--- src/rtl/uart_tx_peripheral_if.sv ---
// Data-memory bus as seen by the UART transmitter peripheral.
// The master drives the bus and the peripheral returns load data.
interface uart_tx_peripheral_if;
  logic        sel;
  logic [7:0]  addr;
  logic [63:0] wdata;
  logic        wmem;
  logic [2:0]  func3;
  logic [63:0] rdata;

  modport master (
    output sel,
    output addr,
    output wdata,
    output wmem,
    output func3,
    input  rdata
  );

  modport slave (
    input  sel,
    input  addr,
    input  wdata,
    input  wmem,
    input  func3,
    output rdata
  );
endinterface

--- src/rtl/uart_tx_peripheral.sv ---
// Memory-mapped 8N1 UART transmitter with a transmit FIFO,
// a status register and a programmable bit period.
module uart_tx_peripheral #(
  parameter int unsigned FIFO_DEPTH  = 8,
  parameter logic [15:0] BAUDDIV_RST = 16'd867
) (
  input  logic                 clk,
  input  logic                 rst,
  uart_tx_peripheral_if.slave  bus,
  output logic                 tx
);

  localparam int unsigned AW = $clog2(FIFO_DEPTH);
  localparam int unsigned CW = AW + 1;

  localparam logic [1:0] S_IDLE  = 2'd0;
  localparam logic [1:0] S_START = 2'd1;
  localparam logic [1:0] S_DATA  = 2'd2;
  localparam logic [1:0] S_STOP  = 2'd3;

  logic [7:0]    mem_q [FIFO_DEPTH];
  logic [AW-1:0] wptr_q, wptr_d;
  logic [AW-1:0] rptr_q, rptr_d;
  logic [CW-1:0] cnt_q, cnt_d;
  logic          ovf_q, ovf_d;
  logic [15:0]   div_q, div_d;
  logic [1:0]    state_q, state_d;
  logic [15:0]   baud_q, baud_d;
  logic [2:0]    bit_q, bit_d;
  logic [7:0]    shift_q, shift_d;
  logic          tx_q, tx_d;

  logic wr_en;
  logic hit_tx, hit_st, hit_div;
  logic full, empty, bit_end;
  logic push_req, push, pop;
  logic [63:0] status;
  logic unused_bits;

  assign wr_en   = bus.sel & bus.wmem;
  assign hit_tx  = bus.addr == 8'h00;
  assign hit_st  = bus.addr == 8'h08;
  assign hit_div = bus.addr == 8'h10;

  assign full    = cnt_q == CW'(FIFO_DEPTH);
  assign empty   = cnt_q == '0;
  assign bit_end = baud_q == 16'd0;

  // A pop on the same edge frees the slot a full-FIFO push needs
  assign push_req = wr_en & hit_tx;
  assign push     = push_req & (~full | pop);

  assign unused_bits = ^{bus.wdata[63:16], bus.func3[2]};

  always_comb begin
    state_d = state_q;
    baud_d  = baud_q;
    bit_d   = bit_q;
    shift_d = shift_q;
    tx_d    = tx_q;
    pop     = 1'b0;
    case (state_q)
      S_IDLE: begin
        tx_d = 1'b1;
        if (!empty) begin
          pop     = 1'b1;
          shift_d = mem_q[rptr_q];
          baud_d  = div_q;
          state_d = S_START;
          tx_d    = 1'b0;
        end
      end
      S_START: begin
        if (bit_end) begin
          state_d = S_DATA;
          bit_d   = 3'd0;
          baud_d  = div_q;
          tx_d    = shift_q[0];
        end else begin
          baud_d = baud_q - 16'd1;
        end
      end
      S_DATA: begin
        if (bit_end) begin
          shift_d = {1'b0, shift_q[7:1]};
          baud_d  = div_q;
          if (bit_q == 3'd7) begin
            state_d = S_STOP;
            tx_d    = 1'b1;
          end else begin
            bit_d = bit_q + 3'd1;
            tx_d  = shift_q[1];
          end
        end else begin
          baud_d = baud_q - 16'd1;
        end
      end
      S_STOP: begin
        if (bit_end) begin
          if (!empty) begin
            pop     = 1'b1;
            shift_d = mem_q[rptr_q];
            baud_d  = div_q;
            state_d = S_START;
            tx_d    = 1'b0;
          end else begin
            state_d = S_IDLE;
            tx_d    = 1'b1;
          end
        end else begin
          baud_d = baud_q - 16'd1;
        end
      end
      default: state_d = S_IDLE;
    endcase
  end

  always_comb begin
    wptr_d = wptr_q;
    rptr_d = rptr_q;
    cnt_d  = cnt_q;
    if (push) wptr_d = wptr_q + AW'(1);
    if (pop)  rptr_d = rptr_q + AW'(1);
    case ({push, pop})
      2'b10:   cnt_d = cnt_q + CW'(1);
      2'b01:   cnt_d = cnt_q - CW'(1);
      default: cnt_d = cnt_q;
    endcase
  end

  always_comb begin
    ovf_d = ovf_q;
    if (wr_en & hit_st) begin
      ovf_d = 1'b0;
    end else if (push_req & ~push) begin
      ovf_d = 1'b1;
    end
  end

  always_comb begin
    div_d = div_q;
    if (wr_en & hit_div) begin
      if (bus.func3[1:0] == 2'b00) begin
        div_d = {div_q[15:8], bus.wdata[7:0]};
      end else begin
        div_d = bus.wdata[15:0];
      end
    end
  end

  always_comb begin
    status          = '0;
    status[0]       = full;
    status[1]       = empty;
    status[2]       = state_q != S_IDLE;
    status[3]       = ovf_q;
    status[8 +: CW] = cnt_q;
  end

  always_comb begin
    unique case (1'b1)
      hit_st:  bus.rdata = status;
      hit_div: bus.rdata = {48'd0, div_q};
      default: bus.rdata = '0;
    endcase
  end

  always_ff @(posedge clk) begin
    if (push) mem_q[wptr_q] <= bus.wdata[7:0];
  end

  always_ff @(posedge clk) begin
    if (rst) begin
      wptr_q  <= '0;
      rptr_q  <= '0;
      cnt_q   <= '0;
      ovf_q   <= 1'b0;
      div_q   <= BAUDDIV_RST;
      state_q <= S_IDLE;
      baud_q  <= '0;
      bit_q   <= '0;
      shift_q <= '0;
      tx_q    <= 1'b1;
    end else begin
      wptr_q  <= wptr_d;
      rptr_q  <= rptr_d;
      cnt_q   <= cnt_d;
      ovf_q   <= ovf_d;
      div_q   <= div_d;
      state_q <= state_d;
      baud_q  <= baud_d;
      bit_q   <= bit_d;
      shift_q <= shift_d;
      tx_q    <= tx_d;
    end
  end

  assign tx = tx_q;

endmodule

--- src/flat_wrapper.sv ---
// flat-port wrapper written by rule: the top's interface ports become plain ports
module uart_tx_peripheral_flat 
#(
  parameter int unsigned FIFO_DEPTH  = 8,
  parameter logic [15:0] BAUDDIV_RST = 16'd867
)
  (clk, rst, tx, bus_sel, bus_addr, bus_wdata, bus_wmem, bus_func3, bus_rdata);
  uart_tx_peripheral_if bus_i ();
  input  logic clk;
  input  logic rst;
  output logic tx;
  input wire logic [$bits(bus_i.sel)-1:0] bus_sel;
  input wire logic [$bits(bus_i.addr)-1:0] bus_addr;
  input wire logic [$bits(bus_i.wdata)-1:0] bus_wdata;
  input wire logic [$bits(bus_i.wmem)-1:0] bus_wmem;
  input wire logic [$bits(bus_i.func3)-1:0] bus_func3;
  output wire logic [$bits(bus_i.rdata)-1:0] bus_rdata;
  assign bus_i.sel = bus_sel;
  assign bus_i.addr = bus_addr;
  assign bus_i.wdata = bus_wdata;
  assign bus_i.wmem = bus_wmem;
  assign bus_i.func3 = bus_func3;
  assign bus_rdata = bus_i.rdata;
  uart_tx_peripheral #(.FIFO_DEPTH(FIFO_DEPTH), .BAUDDIV_RST(BAUDDIV_RST)) u_core (.clk(clk), .rst(rst), .bus(bus_i), .tx(tx));
endmodule
--- config.mk ---
export PLATFORM = sky130hd
export DESIGN_NAME = uart_tx_peripheral_flat
export DESIGN_NICKNAME = d
export VERILOG_FILES = /design/src/rtl/uart_tx_peripheral_if.sv /design/src/rtl/uart_tx_peripheral.sv /design/src/flat_wrapper.sv
export SDC_FILE = /design/constraint.sdc
export NUM_CORES = 1
export LEC_CHECK = 0
export CAP_MARGIN = 20
export CELL_PAD_IN_SITES_DETAIL_PLACEMENT = 1
export CELL_PAD_IN_SITES_GLOBAL_PLACEMENT = 2
export CORE_ASPECT_RATIO = 0.75
export CORE_MARGIN = 2
export CORE_UTILIZATION = 30
export CTS_BUF_LIST = sky130_fd_sc_hd__clkbuf_2
export DETAILED_ROUTE_END_ITERATION = 10
export GPL_ROUTABILITY_DRIVEN = 0
export GPL_TIMING_DRIVEN = 0
export PLACE_DENSITY_LB_ADDON = 0.05
export SYNTH_ARGS = -nofsm -noshare
export SYNTH_HDL_FRONTEND = slang
export SYNTH_SLANG_ARGS = --single-unit
export TNS_END_PERCENT = 1
--- constraint.sdc ---
create_clock -name clk -period 3.2 [get_ports clk]
set_input_delay 0.96 -clock clk [delete_from_list [all_inputs] [get_ports clk]]
set_output_delay 0.96 -clock clk [all_outputs]
set_load 0.02 [all_outputs]
==> results of run 1 <==
## routing by layer
| layer | vias to the layer above | GRT usage | wire length (um) |
|---|---|---|---|
| met3 | 11 | 0.0456 | 1030 |
| met2 | 133 | 0.265 | 8850 |
| met5 | - | 0 | 0 |
| met1 | 2590 | 0.285 | 10900 |
| li1 | 2458 | - | - |
| met4 | 0 | 0.0407 | 172 |
## what timing repair did
item                                    4_1_cts  5_1_grt
pin swaps                                     6       10
setup buffers                                 3       11
endpoints found under the setup margin       45       29
gates resized for setup                     114       25
hold buffers                                  0        0
## state kept, by name, summed over array words and instances (netlist names), named ones only
register / count
u_core.baud_q: 16
u_core.bit_q: 3
u_core.cnt_q: 4
u_core.div_q: 16
u_core.mem_q: 64
u_core.ovf_q: 1
u_core.rptr_q: 3
u_core.shift_q: 8
u_core.state_q: 2
u_core.tx: 1
u_core.wptr_q: 3
## power breakdown
part	switching [mW]	total, mW	internal, mW
Sequential	0.0450	1.76	1.71
Clock	0.701	1.23	0.531
Combinational	1.19	1.90	0.713
## logic make-up after synthesis
group,share of synthesized area
DFF,0.475
AOI/OAI and AO/OA,0.142
other,0.000571
muxes,0.107
and+or+nand+nor,0.141
adders and majority gates,0.0267
xor gates and xnor gates,0.0173
buffers and inverters,0.0891
## worst max path at each step
stage,end,startpoint,cells past startpoint
2_1_floorplan,u_core.mem_q[2][0],bus_addr[1],5
3_3_place_gp,u_core.mem_q[1][5],bus_addr[1],6
3_5_place_dp,bus_rdata[0],bus_addr[1],6
4_1_cts,u_core.cnt_q[2],u_core.baud_q[0],15
5_1_grt,u_core.cnt_q[2],u_core.baud_q[0],14
6_report,u_core.cnt_q[2],u_core.baud_q[0],14
## cell usage in the layout (no fill, tap or decap), types with 22 or more instances in the layout
cell type,netlist,routed
edfxtp_1,64,64
clkdlybuf4s50_1,0,22
nand2_1,38,37
a21oi_1,36,35
conb_1,1,48
o21ai_0,37,37
nor2_1,38,37
nand3_1,23,23
mux2i_1,31,31
buf_4,50,72
dfxtp_1,60,59
## per-stage QoR
stage	cells	hold WS (ps)
6_report	1043	496
2_1_floorplan	656	446
4_1_cts	1031	496
3_5_place_dp	997	472
5_1_grt	1043	536
3_3_place_gp	990	463
## worst register-to-register path, cell delays in order (launching register included)
cell and delay (ps):
dfxtp_4 410, inv_1 60, ha_2 170, or3b_4 480, nor2_4 180, buf_12 140, a31o_4 200, nand2_4 150
ha_4 250, xor2_2 140, ha_2 180, a21oi_1 180, xor2_1 100, or3_1 330, a21oi_2 120
## final cells by class
type | count | area share
sequential | 124 | 0.381
buffer | 83 | 0.0687
clock buffer | 17 | 0.0104
tap | 288 | 0.0439
antenna | 2 | 0.000610
timing repair buffer | 67 | 0.0709
inverter | 9 | 0.00412
multi-input combinational | 438 | 0.395
clock inverter | 15 | 0.0255
==> impl_metrics.env, run 1 <==
export IMPL_status="finished clean"
export IMPL_cpMostUsedCell="ha_2"
export IMPL_syn_cell_area_um2=6570
export IMPL_drc=0
export IMPL_powerDensity_nw_per_um2=597
export IMPL_dieArea_um2=23100
export IMPL_synth_edf_count=64
export IMPL_p_leak_nw=3.23
export IMPL_clkSinkCount=124
export IMPL_syn2layout_area_growth_pct=24.8
export IMPL_syn_inst=609
export IMPL_io_buffers=46
export IMPL_max_freq_mhz=319
export IMPL_path_max_fanout=11
export IMPL_ys_flop_type="edfxtp_1"
export IMPL_slowest_delay_ps=480
export IMPL_synth_area_leaders="edfxtp_1, dfxtp_1, buf_4"
export IMPL_die_w_um=175
export IMPL_place_ws_ps=-1510
export IMPL_vias=5192
export IMPL_period_share=0.980
export IMPL_regArea_um2=3130
export IMPL_fin_util=0.385
export IMPL_drive_gt1_frac=0.266
export IMPL_synth_top_cell_area_share=0.293
export IMPL_cts_clk_slew_worst_paths_ps=220
export IMPL_power_mw=4.89
export IMPL_crit_type="reg2reg"
export IMPL_synthArstFlopShare=0
export IMPL_path_buf_inv=2
export IMPL_worstSetupStartpointType="flip-flop"
export IMPL_fin_area_um2=8200
export IMPL_numCtsBuffers=17
export IMPL_syn_area_per_cell_um2=10.8
export IMPL_synth_warnings=0
export IMPL_whs_endpoint="u_core.shift_q[6]"
export IMPL_period_minus_slack_ps=3140
export IMPL_hpwl_um=15400
export IMPL_start_util=0.308
export IMPL_synth_seq_cells=124
export IMPL_grt_pass1_vias=5385
export IMPL_crit_slowest_cell="or3b_4"
export IMPL_core_area_um2=21300
export IMPL_max_cap_viol_count=0
export IMPL_grt_ovfl_total=0
export IMPL_whs_path_depth=2
export IMPL_drtIter0Drc=275
export IMPL_dieHeight_um=132
export IMPL_cts_htree_levels=4
export IMPL_ys_types=67
export IMPL_final_antenna_net_count=0
export IMPL_critPathCaptureType="flip-flop"
export IMPL_tns_ps=0
export IMPL_clkLatencyLatePin_ps=720
export IMPL_crit_arrival_ps=3800
export IMPL_ir_worst_vdd_v=0.000228
export IMPL_grtUsageTotal=0.187
export IMPL_maxSlewViolCount=0
export IMPL_routed_wl_um=20900
export IMPL_antenna_found_initial=1
export IMPL_netlist_top_cells_count="edfxtp_1, dfxtp_1, buf_4"
export IMPL_worst_pin_slew_ps=868
export IMPL_fin_ws_ps=64.3
export IMPL_wl_per_cell_um=20.1
export IMPL_io_pins=144
export IMPL_rsz0062_at_grt="yes"
export IMPL_crit_family="simple AND/OR/NAND/NOR gates"
export IMPL_reg2reg_depth=14
export IMPL_grt_pass1_wl_um=32600
export IMPL_synth_top_area_cell="edfxtp_1"
export IMPL_crit_chain="inv_1 -> ha_2 -> or3b_4 -> nor2_4 -> buf_12 -> a31o_4 -> nand2_4 -> ha_4 -> xor2_2 -> ha_2 -> a21oi_1 -> xor2_1 -> or3_1 -> a21oi_2"
export IMPL_finClkSkew_ps=29.4
export IMPL_reg2reg_to="u_core.cnt_q[2]"
export IMPL_hold_viol_final=0
export IMPL_rrSetupSlack_ps=60
export IMPL_cts_tree="yes"
export IMPL_finalSetupViolCount=0
export IMPL_max_clock_path_buffers=2
export IMPL_dpl_instance_area_um2=7660
export IMPL_via_per_inst=4.98
export IMPL_synth_most_common_cell="edfxtp_1"
export IMPL_rows=46
export IMPL_hp_start="u_core.shift_q[6]"
export IMPL_cts_root_buffer="clkbuf_2"
export IMPL_drt_first_pass_iters=5
export IMPL_slew_headroom=0.421
export IMPL_grt_max_degree=17
export IMPL_cp_required_ps=3870
export IMPL_nNetsFinal=833
export IMPL_worst_r2r_startpoint="u_core.baud_q[0]"
export IMPL_final_fill_count=2391
export IMPL_multi_input_area_um2=3240
export IMPL_synth_seq_area_share=0.475
export IMPL_hold_path_class="reg2reg"
No activity file was read; power rests on OpenSTA's default activity.
==> run 2: changes to the inputs <==
--- a/config.mk
+++ b/config.mk
@@ -15,7 +15,9 @@
 export DETAILED_ROUTE_END_ITERATION = 10
 export GPL_ROUTABILITY_DRIVEN = 0
 export GPL_TIMING_DRIVEN = 0
+export MAX_ROUTING_LAYER = met4
 export PLACE_DENSITY_LB_ADDON = 0.05
+export SLEW_MARGIN = 20
 export SYNTH_ARGS = -nofsm -noshare
 export SYNTH_HDL_FRONTEND = slang
 export SYNTH_SLANG_ARGS = --single-unit
==> impl_metrics.env, run 2 (same netlist as run 1, synthesis figures left out) <==
export IMPL_rrSetupSlack_ps=100
export IMPL_whs_path_depth=2
export IMPL_cts_hold_fix_buffers=0
export IMPL_clkSinkCount=124
export IMPL_clkLatencyLatePin_ps=690
export IMPL_crit_arrival_ps=2180
export IMPL_grt_pass1_wl_um=32300
export IMPL_final_fill_count=2392
export IMPL_crit_family="simple AND/OR/NAND/NOR gates"
export IMPL_critPathCaptureType="primary output"
export IMPL_period_minus_slack_ps=3140
export IMPL_hold_path_class="reg2reg"
export IMPL_routed_wl_um=20800
export IMPL_tns_ps=0
export IMPL_grt_pass1_vias=5325
export IMPL_power_mw=4.78
export IMPL_crit_chain="buf_6 -> nor4_4 -> and3_4 -> clkbuf_8 -> and2_1 -> clkdlybuf4s15_2"
export IMPL_core_area_um2=21300
export IMPL_rsz0062_at_grt="yes"
export IMPL_grtUsageTotal=0.189
export IMPL_hold_ws_ps=495
export IMPL_max_clock_path_buffers=2
export IMPL_finalSetupViolCount=0
export IMPL_max_freq_mhz=318
export IMPL_worstSetupStartpointType="input pin"
export IMPL_vias=5199
export IMPL_slew_headroom=0.409
export IMPL_drt_first_pass_iters=4
export IMPL_dieHeight_um=132
export IMPL_cts_htree_levels=4
export IMPL_fin_ws_ps=57.1
export IMPL_fin_util=0.383
export IMPL_rows=46
export IMPL_cts_clk_slew_worst_paths_ps=200
export IMPL_maxSlewViolCount=0
export IMPL_mostFrequentLayoutCells="buf_4, edfxtp_1, dfxtp_1"
export IMPL_via_per_inst=4.99
export IMPL_reg2reg_depth=14
export IMPL_cp_required_ps=2240
export IMPL_grt_ovfl_total=0
export IMPL_p_leak_nw=3.23
export IMPL_regArea_um2=3130
export IMPL_dieArea_um2=23100
export IMPL_cts_root_buffer="clkbuf_2"
export IMPL_place_ws_ps=-1470
export IMPL_status="finished clean"
export IMPL_antenna_found_initial=0
export IMPL_syn2layout_area_growth_pct=24.1
export IMPL_io_pins=144
export IMPL_worst_pin_slew_ps=886
export IMPL_drc=0
export IMPL_hp_start="u_core.shift_q[6]"
export IMPL_ir_worst_vdd_v=0.000192
export IMPL_top_regs="u_core.mem_q (64), u_core.baud_q (16), u_core.div_q (16)"
export IMPL_drive_gt1_frac=0.268
export IMPL_finClkSkew_ps=44.0
export IMPL_slowest_delay_ps=320
export IMPL_grt_max_degree=17
export IMPL_nNetsFinal=834
export IMPL_cts_tree="yes"
export IMPL_numCtsBuffers=17
export IMPL_powerDensity_nw_per_um2=587
export IMPL_io_buffers=46
export IMPL_die_w_um=175
export IMPL_whs_endpoint="u_core.shift_q[6]"
export IMPL_crit_slowest_cell="nor4_4"
export IMPL_path_buf_inv=3
export IMPL_max_cap_viol_count=0
export IMPL_crit_type="in2out"
export IMPL_drtIter0Drc=312
export IMPL_diodes=0
export IMPL_multi_input_area_um2=3210
export IMPL_largest_reg_flops=64
export IMPL_top_register="u_core.mem_q"
export IMPL_final_common_cell="buf_4"
export IMPL_period_share=0.982
export IMPL_path_max_fanout=10
export IMPL_wl_per_cell_um=20.0
export IMPL_hold_viol_final=0
export IMPL_worst_r2r_startpoint="u_core.baud_q[0]"
export IMPL_reg2reg_to="u_core.cnt_q[2]"
export IMPL_final_antenna_net_count=0
export IMPL_start_util=0.308
export IMPL_hpwl_um=15400
## run 2: cell types whose count changed in the layout (fill, tap and decap cells not counted), sizes merged, moves of 2 or more
cell	previous run	this run
clkbuf	37	40
clkinv	4	6
diode	2	0
inv	15	11
## run 2: worst max-delay path by stage
stage                    endpoint  depth (start not counted)  slack [ps]             start
6_report            bus_rdata[12]                          6          60       bus_addr[7]
5_1_grt              bus_rdata[0]                          7         -60       bus_addr[7]
3_3_place_gp   u_core.mem_q[1][5]                          6       -1910       bus_addr[1]
4_1_cts           u_core.cnt_q[2]                         15         -30  u_core.baud_q[0]
3_5_place_dp         bus_rdata[0]                          6       -1470       bus_addr[1]
2_1_floorplan  u_core.mem_q[2][0]                          5        -160       bus_addr[1]
## run 2: power breakdown
part	switching (mW)	total, mW	internal, mW
clock	0.672	1.12	0.448
combinational	1.20	1.91	0.704
sequential	0.0429	1.76	1.71
## run 2: routing by layer
layer	global-route usage	vias up	wire, um
met5	-	-	0
met4	0.0338	0	172
met3	0.0372	16	1210
met2	0.263	150	8700
met1	0.285	2569	10700
li1	-	2464	-
## run 2: worst reg2reg max path: stages, from the launching register on
cell	delay [ps]
dfxtp_4	400
inv_1	60
ha_2	170
or3b_4	480
nor2_4	180
buf_12	140
a31oi_4	130
nor3_4	300
ha_4	220
xor2_2	150
ha_2	170
a21oi_1	40
xor2_1	150
or3_1	330
a21oi_2	120
## run 2: layout make-up
class                   instances  share of cell area
clock inverters                13              0.0204
inverters                       9             0.00415
flip-flops and latches        124               0.384
well taps                     288              0.0442
repair buffers                 68              0.0720
multi-input cells             438               0.394
plain buffers                  83              0.0694
clock buffers                  19              0.0117
## run 2: metrics by stage
stage | std cells | area, um^2
floorplan | 656 | 6750
global placement | 990 | 7570
detailed placement | 1000 | 7670
CTS | 1035 | 8040
global route | 1042 | 8150
finish | 1042 | 8150
## run 2: timing repair
item / in CTS / in global routing
cloned: 0 / 0
gates resized for setup: 114 / 20
setup buffers: 4 / 8
setup endpoints to repair: 32 / 28
pin swaps: 8 / 9
==> RTL change 1: new RTL, config.mk and constraints of run 1 <==
`FIFO_DEPTH` is set to 8 in 2 places; all go to 4.
--- a/src/rtl/uart_tx_peripheral.sv
+++ b/src/rtl/uart_tx_peripheral.sv
@@ -3,3 +3,3 @@
 module uart_tx_peripheral #(
-  parameter int unsigned FIFO_DEPTH  = 8,
+  parameter int unsigned FIFO_DEPTH  = 4,
   parameter logic [15:0] BAUDDIV_RST = 16'd867
--- a/src/flat_wrapper.sv
+++ b/src/flat_wrapper.sv
@@ -3,3 +3,3 @@
 #(
-  parameter int unsigned FIFO_DEPTH  = 8,
+  parameter int unsigned FIFO_DEPTH  = 4,
   parameter logic [15:0] BAUDDIV_RST = 16'd867
Formal check against the unedited RTL: not equivalent (Yosys sat finds a counterexample within 10 cycles, from zero or initial values and one cycle with rst high).
==> RTL change 1 against run 1 <==
Critical path depth shrank 7; routed wire length shrank 29%; total power shrank 1.3%; hold slack lost 7.1 ps; maximum frequency shrank 1.4%; clock skew grew 16 ps; setup slack lost 45 ps; synthesized area shrank 25%; sequential power shrank 18%; sequential cell count shrank 36; cell area shrank 27%; critical path type is now in -> out; largest cell class unchanged; largest power group unchanged; highest routed layer unchanged.
==> RTL change 1: results <==
set metrics [dict create \
    outcome "finished clean" \
    use_met3_pct 4.96 \
    cpPeakStageDelay_ps 270 \
    r2r_cells 10 \
    synth_cell_type_count 63 \
    numCtsBuffers 9 \
    synth_edf_count 32 \
    path_max_fanout 10 \
    clk_pin_slew_ps 240 \
    drt-met1-wl_um 7410 \
    wirelength_um 14800 \
    synth-compound-area-share_pct 13.4 \
    hp-start "u_core.shift_q[7]" \
    synth.area.mux_share_pct 10.6 \
    endpoint "bus_rdata[6]" \
    synth_xor_area_share_pct 2.14 \
    hold_ws_ps 489 \
    clkLatencyLatePin_ps 620 \
    rr_endpoint "u_core.cnt_q[2]" \
    use_met1_pct 27.2 \
    worstMarginPinSlew_ps 768 \
    p_leak_nw 2.40 \
    reg_top3 "u_core.mem_q x32, u_core.baud_q x16, u_core.div_q x16" \
    fin_skew_ps 45.5 \
    drtIter0Drc 158 \
    route.met3.wl_um 1080 \
    antenna-diode-count 0 \
    nets 699 \
    fin_crit_sh_pct 99.4 \
    startpoint "bus_addr[1]" \
    place_inst 807 \
    arrival_ps 2220 \
    dr.pass1.iters 4 \
    synth_common_cells "56 x dfxtp_1, 50 x nand2_1, 48 x buf_4, 47 x nor2_1, 32 x edfxtp_1" \
    ys.flop_type "dfxtp_1" \
    place_area_um2 5810 \
    critPathSlowestCell "nor4_4" \
    grt_pass1_wl_um 23900 \
    r2r-start "u_core.baud_q[0]" \
    grt_pass1_vias 4126 \
    yosysSeqAreaShare_pct 42.4 \
    synthTopCellsByArea "dfxtp_1 23%, edfxtp_1 20%, buf_4 7.3%, mux2i_1 5.1%, nand2_1 3.8%" \
    cts_setup_buffers 0 \
    use_met2_pct 26.4 \
    post_cts_resized 108 \
    synthAdderAreaFrac_pct 3.72 \
    hpwlAfterDp_um 11100 \
    avgSynthCellArea_um2 9.75 \
    grt_use_total_pct 18.2 \
    worst-r2r-setup-slack_ps 150 \
    vias 3951 \
    route.met2.wl_um 6250 \
    layoutNonFillerInstCount 821 \
    ir_drop_v 0.000267 \
    min_to "u_core.shift_q[7]" \
    cts_max_level 3 \
]
## RTL change 1: changes by cell type after synthesis, moves of 7 or more
| cell | change |
|---|---|
| a21oi_1 | -19 |
| a22o_1 | -10 |
| and2_1 | +7 |
| edfxtp_1 | -32 |
| mux4_2 | -8 |
| nand2_1 | +12 |
| nand3_1 | -15 |
| nor2_1 | +9 |
| nor3_1 | -7 |
| o21ai_0 | -16 |
| o31a_1 | -7 |
## RTL change 1: where the power goes
group          switching (mW)  total (mW)  internal [mW]  leakage (nW)
clock                   0.446       0.645          0.199        0.0755
combinational            1.70        2.75           1.05          1.58
sequential              0.134        1.44           1.30         0.742
total                    2.29        4.83           2.55          2.40
## RTL change 1: cell type report
cell class	instances	area [µm²]
clock inverters	6	75.1
clock buffers	10	50.0
inverters	11	43.8
well taps	210	263
repair buffers	46	428
multi-input cells	376	2570
fillers	1835	10000
flip-flops and latches	88	2080
plain buffers	74	505
==> RTL change 2: new RTL, settings of run 1 <==
Made on the original files. Take the reset off `shift_q` and load it in a clocked block of its own.
--- a/src/rtl/uart_tx_peripheral.sv
+++ b/src/rtl/uart_tx_peripheral.sv
@@ -181,3 +181,2 @@
       bit_q   <= '0;
-      shift_q <= '0;
       tx_q    <= 1'b1;
@@ -192,3 +191,2 @@
       bit_q   <= bit_d;
-      shift_q <= shift_d;
       tx_q    <= tx_d;
@@ -197,2 +195,6 @@
 
+  always_ff @(posedge clk) begin
+    shift_q <= shift_d;
+  end
+
   assign tx = tx_q;
Check against the original RTL: no difference found for any inputs over 4 cycles, from zero or initial values and one cycle with rst high; that may be too few to reach the edited logic, so the function may still have changed.
==> RTL change 2 against run 1 <==
Combinational power down 36%; core utilization up 0.062 points; setup slack worse by 35 ps; routed wire length down 6.3%; synthesized cell count down 2.3%; sequential cell count unchanged; hold slack better by 6.4 ps; die area down 1.0%; register-to-register slack worse by 20 ps; synthesized area down 1.0%; cell area down 0.38%; total power down 17%; highest routed layer unchanged.
==> RTL change 2: results <==
set metrics [dict create \
    drive_above_1_share_pct 29.0 \
    multi_input_cells 425 \
    clk_share_pct 3.03 \
    hold_ws_ps 503 \
    use_met2_pct 26.8 \
    final_util_pct 38.6 \
    drt-met1-wl_um 9870 \
    route.met3.wl_um 928 \
    multi_input_area_um2 3110 \
    clk_pin_slew_ps 200 \
    use_met3_pct 3.96 \
    viasPerCell 4.82 \
    vias 4964 \
    critPathSlowestCell "and4b_2" \
    use_met1_pct 26.2 \
    post_cts_resized 139 \
    p_leak_nw 3.13 \
    ir_drop_v 0.000199 \
    synth_common_cells "79 x nand2_1, 72 x edfxtp_1, 52 x dfxtp_1, 48 x buf_4, 36 x o21ai_0" \
    worst_slew_margin_rel_pct 39.8 \
    grt_pass1_vias 5188 \
    hp-start "u_core.bit_q[1]" \
    synth_xor_area_share_pct 2.02 \
    outcome "finished clean" \
    synth.area.mux_share_pct 9.64 \
    drtIter0Drc 334 \
    yosysSeqAreaShare_pct 49.3 \
    avgSynthCellArea_um2 10.9 \
    path_max_fanout 4 \
    dr.pass1.iters 4 \
    min_to "u_core.bit_q[1]" \
    arrival_ps 2210 \
    holdPathStages 1 \
    inverters 10 \
    hpwlAfterDp_um 14400 \
    buffer_area_share_pct 14.5 \
    post-place-ws_ps -1350 \
    r2r_cells 15 \
    place_area_um2 7560 \
    fin_skew_ps 47.8 \
]
[RTL change 2: worst max-delay path by stage]
stage	start	end	slack [ps]	cells after the start
2_1_floorplan	bus_addr[5]	u_core.cnt_q[2]	50	11
3_3_place_gp	bus_addr[5]	u_core.mem_q[4][4]	-1380	6
3_5_place_dp	bus_addr[5]	bus_rdata[0]	-1350	8
4_1_cts	u_core.cnt_q[0]	bus_rdata[1]	-90	5
5_1_grt	u_core.baud_q[0]	u_core.cnt_q[2]	-100	15
6_report	bus_addr[0]	bus_rdata[3]	30	6
[RTL change 2: kinds of logic after synthesis]
group / Yosys count
AND/OR/NAND/NOR: 189
flip-flops: 124
AO/OA/AOI/OAI: 118
buffers and inverters: 93
multiplexers: 41
XOR/XNOR: 15
adder cells (fa/ha/maj): 14
other: 1
[RTL change 2: where the power goes]
part | switching (mW) | internal (mW)
clock network | 0.737 | 0.326
logic | 0.794 | 0.429
registers | 0.0365 | 1.73
